File: config.mk
export PLATFORM = sky130hd
export DESIGN_NAME = i2c_master_ctrl
export DESIGN_NICKNAME = d
export VERILOG_FILES = /design/src/rtl/i2c_master_ctrl.sv
export SDC_FILE = /design/constraint.sdc
export NUM_CORES = 1
export LEC_CHECK = 0
export BUFFER_PORTS_ARGS = -buffer_cell sky130_fd_sc_hd__clkbuf_2
export CORE_ASPECT_RATIO = 1.1
export CORE_MARGIN = 2
export CORE_UTILIZATION = 56
export DETAILED_ROUTE_END_ITERATION = 6
export GPL_TIMING_DRIVEN = 0
export PLACE_DENSITY = 0.82
export RECOVER_POWER = 25
export SLEW_MARGIN = 30
export SYNTH_ARGS = -nofsm -noshare
export SYNTH_HDL_FRONTEND = slang
export SYNTH_SLANG_ARGS = --single-unit
File: constraint.sdc
create_clock -name CLK -period 3 [get_ports CLK]
set_input_delay 0.9 -clock CLK [delete_from_list [all_inputs] [get_ports CLK]]
set_output_delay 0.9 -clock CLK [all_outputs]
set_load 0.1 [all_outputs]
File: src/rtl/i2c_master_ctrl.sv
// Bit-level I2C master: one START / address+RW / NBYTES data bytes / STOP transaction per request.
// state | meaning: IDLE wait | START start cond | ADDR addr+rw | ADDR_ACK/WR_ACK slave ack | WR_BYTE/RD_BYTE data | RD_ACK master ack | STOP stop cond
module i2c_master_ctrl #(
    parameter int CLK_DIV = 4,
    parameter int NB_W    = 4
) (
    input  logic            CLK,
    input  logic            RESET,
    input  logic            ENB,
    input  logic            START_TX,
    input  logic [6:0]      ADDR,
    input  logic            RW,
    input  logic [NB_W-1:0] NBYTES,
    input  logic [7:0]      TX_DATA,
    output logic            TX_REQ,
    output logic [7:0]      RX_DATA,
    output logic            RX_VALID,
    output logic            SCL,
    output logic            SDA_O,
    output logic            SDA_OE,
    input  logic            SDA_I,
    output logic            BUSY,
    output logic            DONE,
    output logic            NACK
);
    localparam int QW = $clog2(CLK_DIV);

    typedef enum logic [3:0] {
        S_IDLE, S_START, S_ADDR, S_ADDR_ACK, S_WR_BYTE, S_WR_ACK, S_RD_BYTE, S_RD_ACK, S_STOP
    } state_t;

    state_t          state;
    logic [QW-1:0]   qcnt;
    logic [1:0]      ph;
    logic [2:0]      bitc;
    logic [7:0]      shreg;
    logic [NB_W-1:0] cnt;
    logic            rw_r;
    logic            q;

    assign q = (qcnt == '0);

    always_ff @(posedge CLK) begin
        if (!RESET) begin
            state    <= S_IDLE;
            qcnt     <= '0;
            ph       <= '0;
            bitc     <= '0;
            shreg    <= '0;
            cnt      <= '0;
            rw_r     <= 1'b0;
            SCL      <= 1'b1;
            SDA_O    <= 1'b1;
            SDA_OE   <= 1'b0;
            BUSY     <= 1'b0;
            DONE     <= 1'b0;
            TX_REQ   <= 1'b0;
            RX_VALID <= 1'b0;
            RX_DATA  <= '0;
            NACK     <= 1'b0;
        end else begin
            TX_REQ   <= 1'b0;
            RX_VALID <= 1'b0;
            DONE     <= 1'b0;
            if (ENB) begin
                qcnt <= q ? QW'(CLK_DIV - 1) : qcnt - 1'b1;
                if (state == S_IDLE) begin
                    if (START_TX) begin
                        rw_r  <= RW;
                        cnt   <= NBYTES;
                        shreg <= {ADDR, RW};
                        BUSY  <= 1'b1;
                        NACK  <= 1'b0;
                        ph    <= '0;
                        bitc  <= '0;
                        state <= S_START;
                    end
                end else if (q) begin
                    ph <= ph + 2'd1;
                    case (state)
                        S_START: begin
                            if (ph == 2'd0) begin
                                SDA_OE <= 1'b1;
                                SDA_O  <= 1'b0;
                            end else if (ph == 2'd2) begin
                                SCL   <= 1'b0;
                                ph    <= '0;
                                state <= S_ADDR;
                            end
                        end
                        S_STOP: begin
                            if (ph == 2'd0) begin
                                SCL    <= 1'b0;
                                SDA_OE <= 1'b1;
                                SDA_O  <= 1'b0;
                            end else if (ph == 2'd2) begin
                                SCL <= 1'b1;
                            end else if (ph == 2'd3) begin
                                SDA_OE <= 1'b0;
                                SDA_O  <= 1'b1;
                                DONE   <= 1'b1;
                                BUSY   <= 1'b0;
                                state  <= S_IDLE;
                            end
                        end
                        default: begin
                            if (ph == 2'd0) begin
                                SCL <= 1'b0;
                                case (state)
                                    S_ADDR, S_WR_BYTE: begin
                                        SDA_OE <= 1'b1;
                                        SDA_O  <= shreg[7];
                                    end
                                    S_RD_ACK: begin
                                        SDA_OE <= 1'b1;
                                        SDA_O  <= (cnt == NB_W'(1));
                                    end
                                    default: begin
                                        SDA_OE <= 1'b0;
                                        SDA_O  <= 1'b1;
                                    end
                                endcase
                            end else if (ph == 2'd2) begin
                                SCL <= 1'b1;
                            end else if (ph == 2'd3) begin
                                // End of slot: SDA_I has been stable for a full SCL-high quarter.
                                case (state)
                                    S_ADDR, S_WR_BYTE: begin
                                        shreg <= {shreg[6:0], 1'b0};
                                        bitc  <= bitc + 3'd1;
                                        if (bitc == 3'd7)
                                            state <= (state == S_ADDR) ? S_ADDR_ACK : S_WR_ACK;
                                    end
                                    S_ADDR_ACK: begin
                                        if (SDA_I) begin
                                            NACK  <= 1'b1;
                                            state <= S_STOP;
                                        end else if (cnt == '0) begin
                                            state <= S_STOP;
                                        end else if (rw_r) begin
                                            state <= S_RD_BYTE;
                                        end else begin
                                            shreg  <= TX_DATA;
                                            TX_REQ <= 1'b1;
                                            state  <= S_WR_BYTE;
                                        end
                                    end
                                    S_WR_ACK: begin
                                        if (SDA_I) begin
                                            NACK  <= 1'b1;
                                            state <= S_STOP;
                                        end else begin
                                            cnt <= cnt - 1'b1;
                                            if (cnt == NB_W'(1)) begin
                                                state <= S_STOP;
                                            end else begin
                                                shreg  <= TX_DATA;
                                                TX_REQ <= 1'b1;
                                                state  <= S_WR_BYTE;
                                            end
                                        end
                                    end
                                    S_RD_BYTE: begin
                                        shreg <= {shreg[6:0], SDA_I};
                                        bitc  <= bitc + 3'd1;
                                        if (bitc == 3'd7) begin
                                            RX_DATA  <= {shreg[6:0], SDA_I};
                                            RX_VALID <= 1'b1;
                                            state    <= S_RD_ACK;
                                        end
                                    end
                                    S_RD_ACK: begin
                                        cnt   <= cnt - 1'b1;
                                        state <= (cnt == NB_W'(1)) ? S_STOP : S_RD_BYTE;
                                    end
                                    default: state <= S_IDLE;
                                endcase
                            end
                        end
                    endcase
                end
            end
        end
    end
endmodule
==> results.toml <==
[synthesis]
async_flop_share_pct = 0
yosysMostFrequentCell = "dfxtp_1"
synth_top_family_by_area = "simple AND/OR/NAND/NOR gates"
synth_fp_nets = 329
synth_fa_ha_area_share_pct = 5.78
synth_compound_area_share_pct = 18.9
netlist_area_mm2 = 0.00238
synth_top_area_cell = "dfxtp_1"
ys_ff_latch = 40
synth_commonest_cells = "dfxtp_1, nand2_1, nor2_1, a21oi_1, nand3_1"
synth_area_leaders = "dfxtp_1, mux2i_1, ha_1"
yosys-mux-area-fraction_pct = 7.56
synthXorXnorAreaFrac_pct = 1.47
synth_edf_count = 0
synthDistinctLibCells = 55
ys_seq_area_share_pct = 33.6
synth_top_area_share_pct = 33.6
synth_ff_type = "dfxtp_1"
synth.avg_cell_area_um2 = 8.13
synth_warnings = 0
synth_cells = 293
synth_simple_gate_area_share_pct = 27.4

[floorplanning]
rows = 24
start_util_pct = 59.2
die_y_um = 72.4
io_pins = 41
dieArea_mm2 = 0.00479
die_x_um = 66.2
core_area_mm2 = 0.00402

[worst_setup_path]
cp.depth = 8
worst-path-buf-inv = 2
reg2regPathDepth = 8
max_stage_delay_ns = 0.56
crit_fanout = 9
cp_data_arrival_time_ns = 2.62
crit_top_cell = "nor2_1"
slowest_stage = "or3b_2"
worstSetupPathType = "register to register"
crit_path_end_kind = "register"
startpoint_type = "register"
required_ns = 3.18
path_cells = "inv_1 -> ha_1 -> or3b_2 -> nor2_1 -> nand4_1 -> clkbuf_1 -> mux2i_1 -> nor2_1"
critPathTopFamily = "simple AND/OR/NAND/NOR gates"

[cts]
cts.sinks = 40
htree_levels = 2
clk_pin_slew_ns = 0.09
cts_max_path_buffers = 2
clk_latency_ns = 0.30
ctsHoldBuffers = 0
cts_root_buf = "clkbuf_8"
cts_resized = 0
cts_tree = "yes"
postCtsSetupRepairBufs = 0
numCtsBuffers = 5

[drt]
viasPerCell = 6.03
detail-route-antenna-nets = 0
routedWlPerCell_um = 15.4
dr.pass1.iters = 5
vias = 2362
totalWireLength_um = 6060
drcViolationCount = 0
drtIter0Drc = 177

[global_routing]
grt.overflow.total = 0
gr-usage-all-layers_pct = 26.7
grt_max_degree = 14
grt_pass1_vias = 2159
antenna_found_initial = 0
grt_first_pass_wirelength_um = 9940

[placement]
dp_cells = 384
gp_congestion = 0.916
hpwl_um = 4320
placed_area_mm2 = 0.00264
port_buffers = 39

[final_layout]
diodes = 0
drive_gt1_share_pct = 16.5
area_growth_pct = 14.5
fillers = 347
stdcell_area_mm2 = 0.00273
nets = 375
final_cells = 392

[timing]
period_share_pct = 81.4
hold_viol = 0
period_minus_slack_ns = 2.44
setup_viol = 0
max_freq_mhz = 410
fin_skew_ns = 0.0117
slew_violations = 0
tns_ns = 0
slew_headroom_pct = 22.3
tightest_slew_ns = 1.17
rsz0062_at_grt = "false"

[power_and_ir_drop]
comb_power_share_pct = 52.2
leakagePower_nw = 1.08
netSwitchingPower_w = 0.00103
vdd.ir_drop.worst_mv = 0.526
clkPwrFrac_pct = 17.4
powerDensity_mw_per_mm2 = 829
p_sw_share_pct = 45.7
intPower_w = 0.00123
seqPwrFrac_pct = 30.4

[min_path]
hold_path.class = "register to register"
whs_path_depth = 2

[run_status]
status = "completed"

[run]
maxCapViolCount = 0
-- layout by cell type (no fill, tap or decap), drive strengths merged, types with 4 or more instances in the layout --
cell type / count
a21oi: 21
buf: 4
clkbuf: 61
dfxtp: 40
ha: 11
inv: 11
mux2i: 18
nand2: 29
nand3: 22
nor2: 30
nor2b: 5
nor3: 8
nor3b: 4
o211ai: 9
o21ai: 19
-- sequential cells by signal (all words and copies together), names as in the netlist, 2 cells and up --
register  cells
bitc          3
qcnt          2
shreg         8
cnt           4
state         4
RX_DATA       8
ph            2
-- cell type report --
type / instances / area [µm²] / area share [%]
sequential: 40 / 801 / 29.4
clock inverter: 2 / 13.8 / 0.505
clock buffer: 6 / 82.6 / 3.03
buffer: 20 / 88.8 / 3.26
timing repair buffer: 39 / 184 / 6.74
tap: 52 / 65.1 / 2.39
multi-input combinational: 223 / 1460 / 53.3
inverter: 10 / 37.5 / 1.38
-- per-stage QoR --
stage                     worst slack [ns]  power, W  util [%]  hold slack, ns
after floorplan                      0.837   0.00161         -           0.435
after global placement               0.606   0.00184      65.7           0.442
after detailed placement             0.572   0.00185      65.7           0.447
after CTS                            0.575   0.00224      68.1           0.463
after global routing                 0.382   0.00241      67.8           0.486
final                                0.559   0.00226      67.8           0.456
-- path summary, 6_finish.rpt --
kind	from	to	slack (ns)
max	ph[0]	RX_DATA[1]	0.56
max reg2reg	ph[0]	RX_DATA[1]	0.56
min reg2reg	BUSY	BUSY	0.46
min	BUSY	BUSY	0.46
-- power by group through the flow --
stage	combinational [W]	clock (W)	sequential [W]
2_1_floorplan	0.000852	0	0.000760
3_3_place_gp	0.00114	0	0.000696
3_5_place_dp	0.00115	0	0.000700
4_1_cts	0.00116	0.000394	0.000687
5_1_grt	0.00129	0.000415	0.000700
6_report	0.00118	0.000393	0.000687
-- routing by layer --
metal	GRT usage (%)	part of all wire, %
met1	33.9	44
met2	41.8	45
met3	6.51	7.6
met4	13.6	3.2
met5	0	0
-- kinds of logic after synthesis --
group,Yosys count
AOI/OAI and AO/OA,68
xor gates and xnor gates,4
adders and majority gates,11
buffers and inverters,30
DFF,40
muxes,18
and+or+nand+nor,122
-- worst min-delay path, delay by kind of cell (launching register included) --
kind	cells	cell delay, ns
and+or+nand+nor	1	0.05
AOI/OAI and AO/OA	1	0.05
DFF	1	0.31
(Power assumes the default switching activity.)
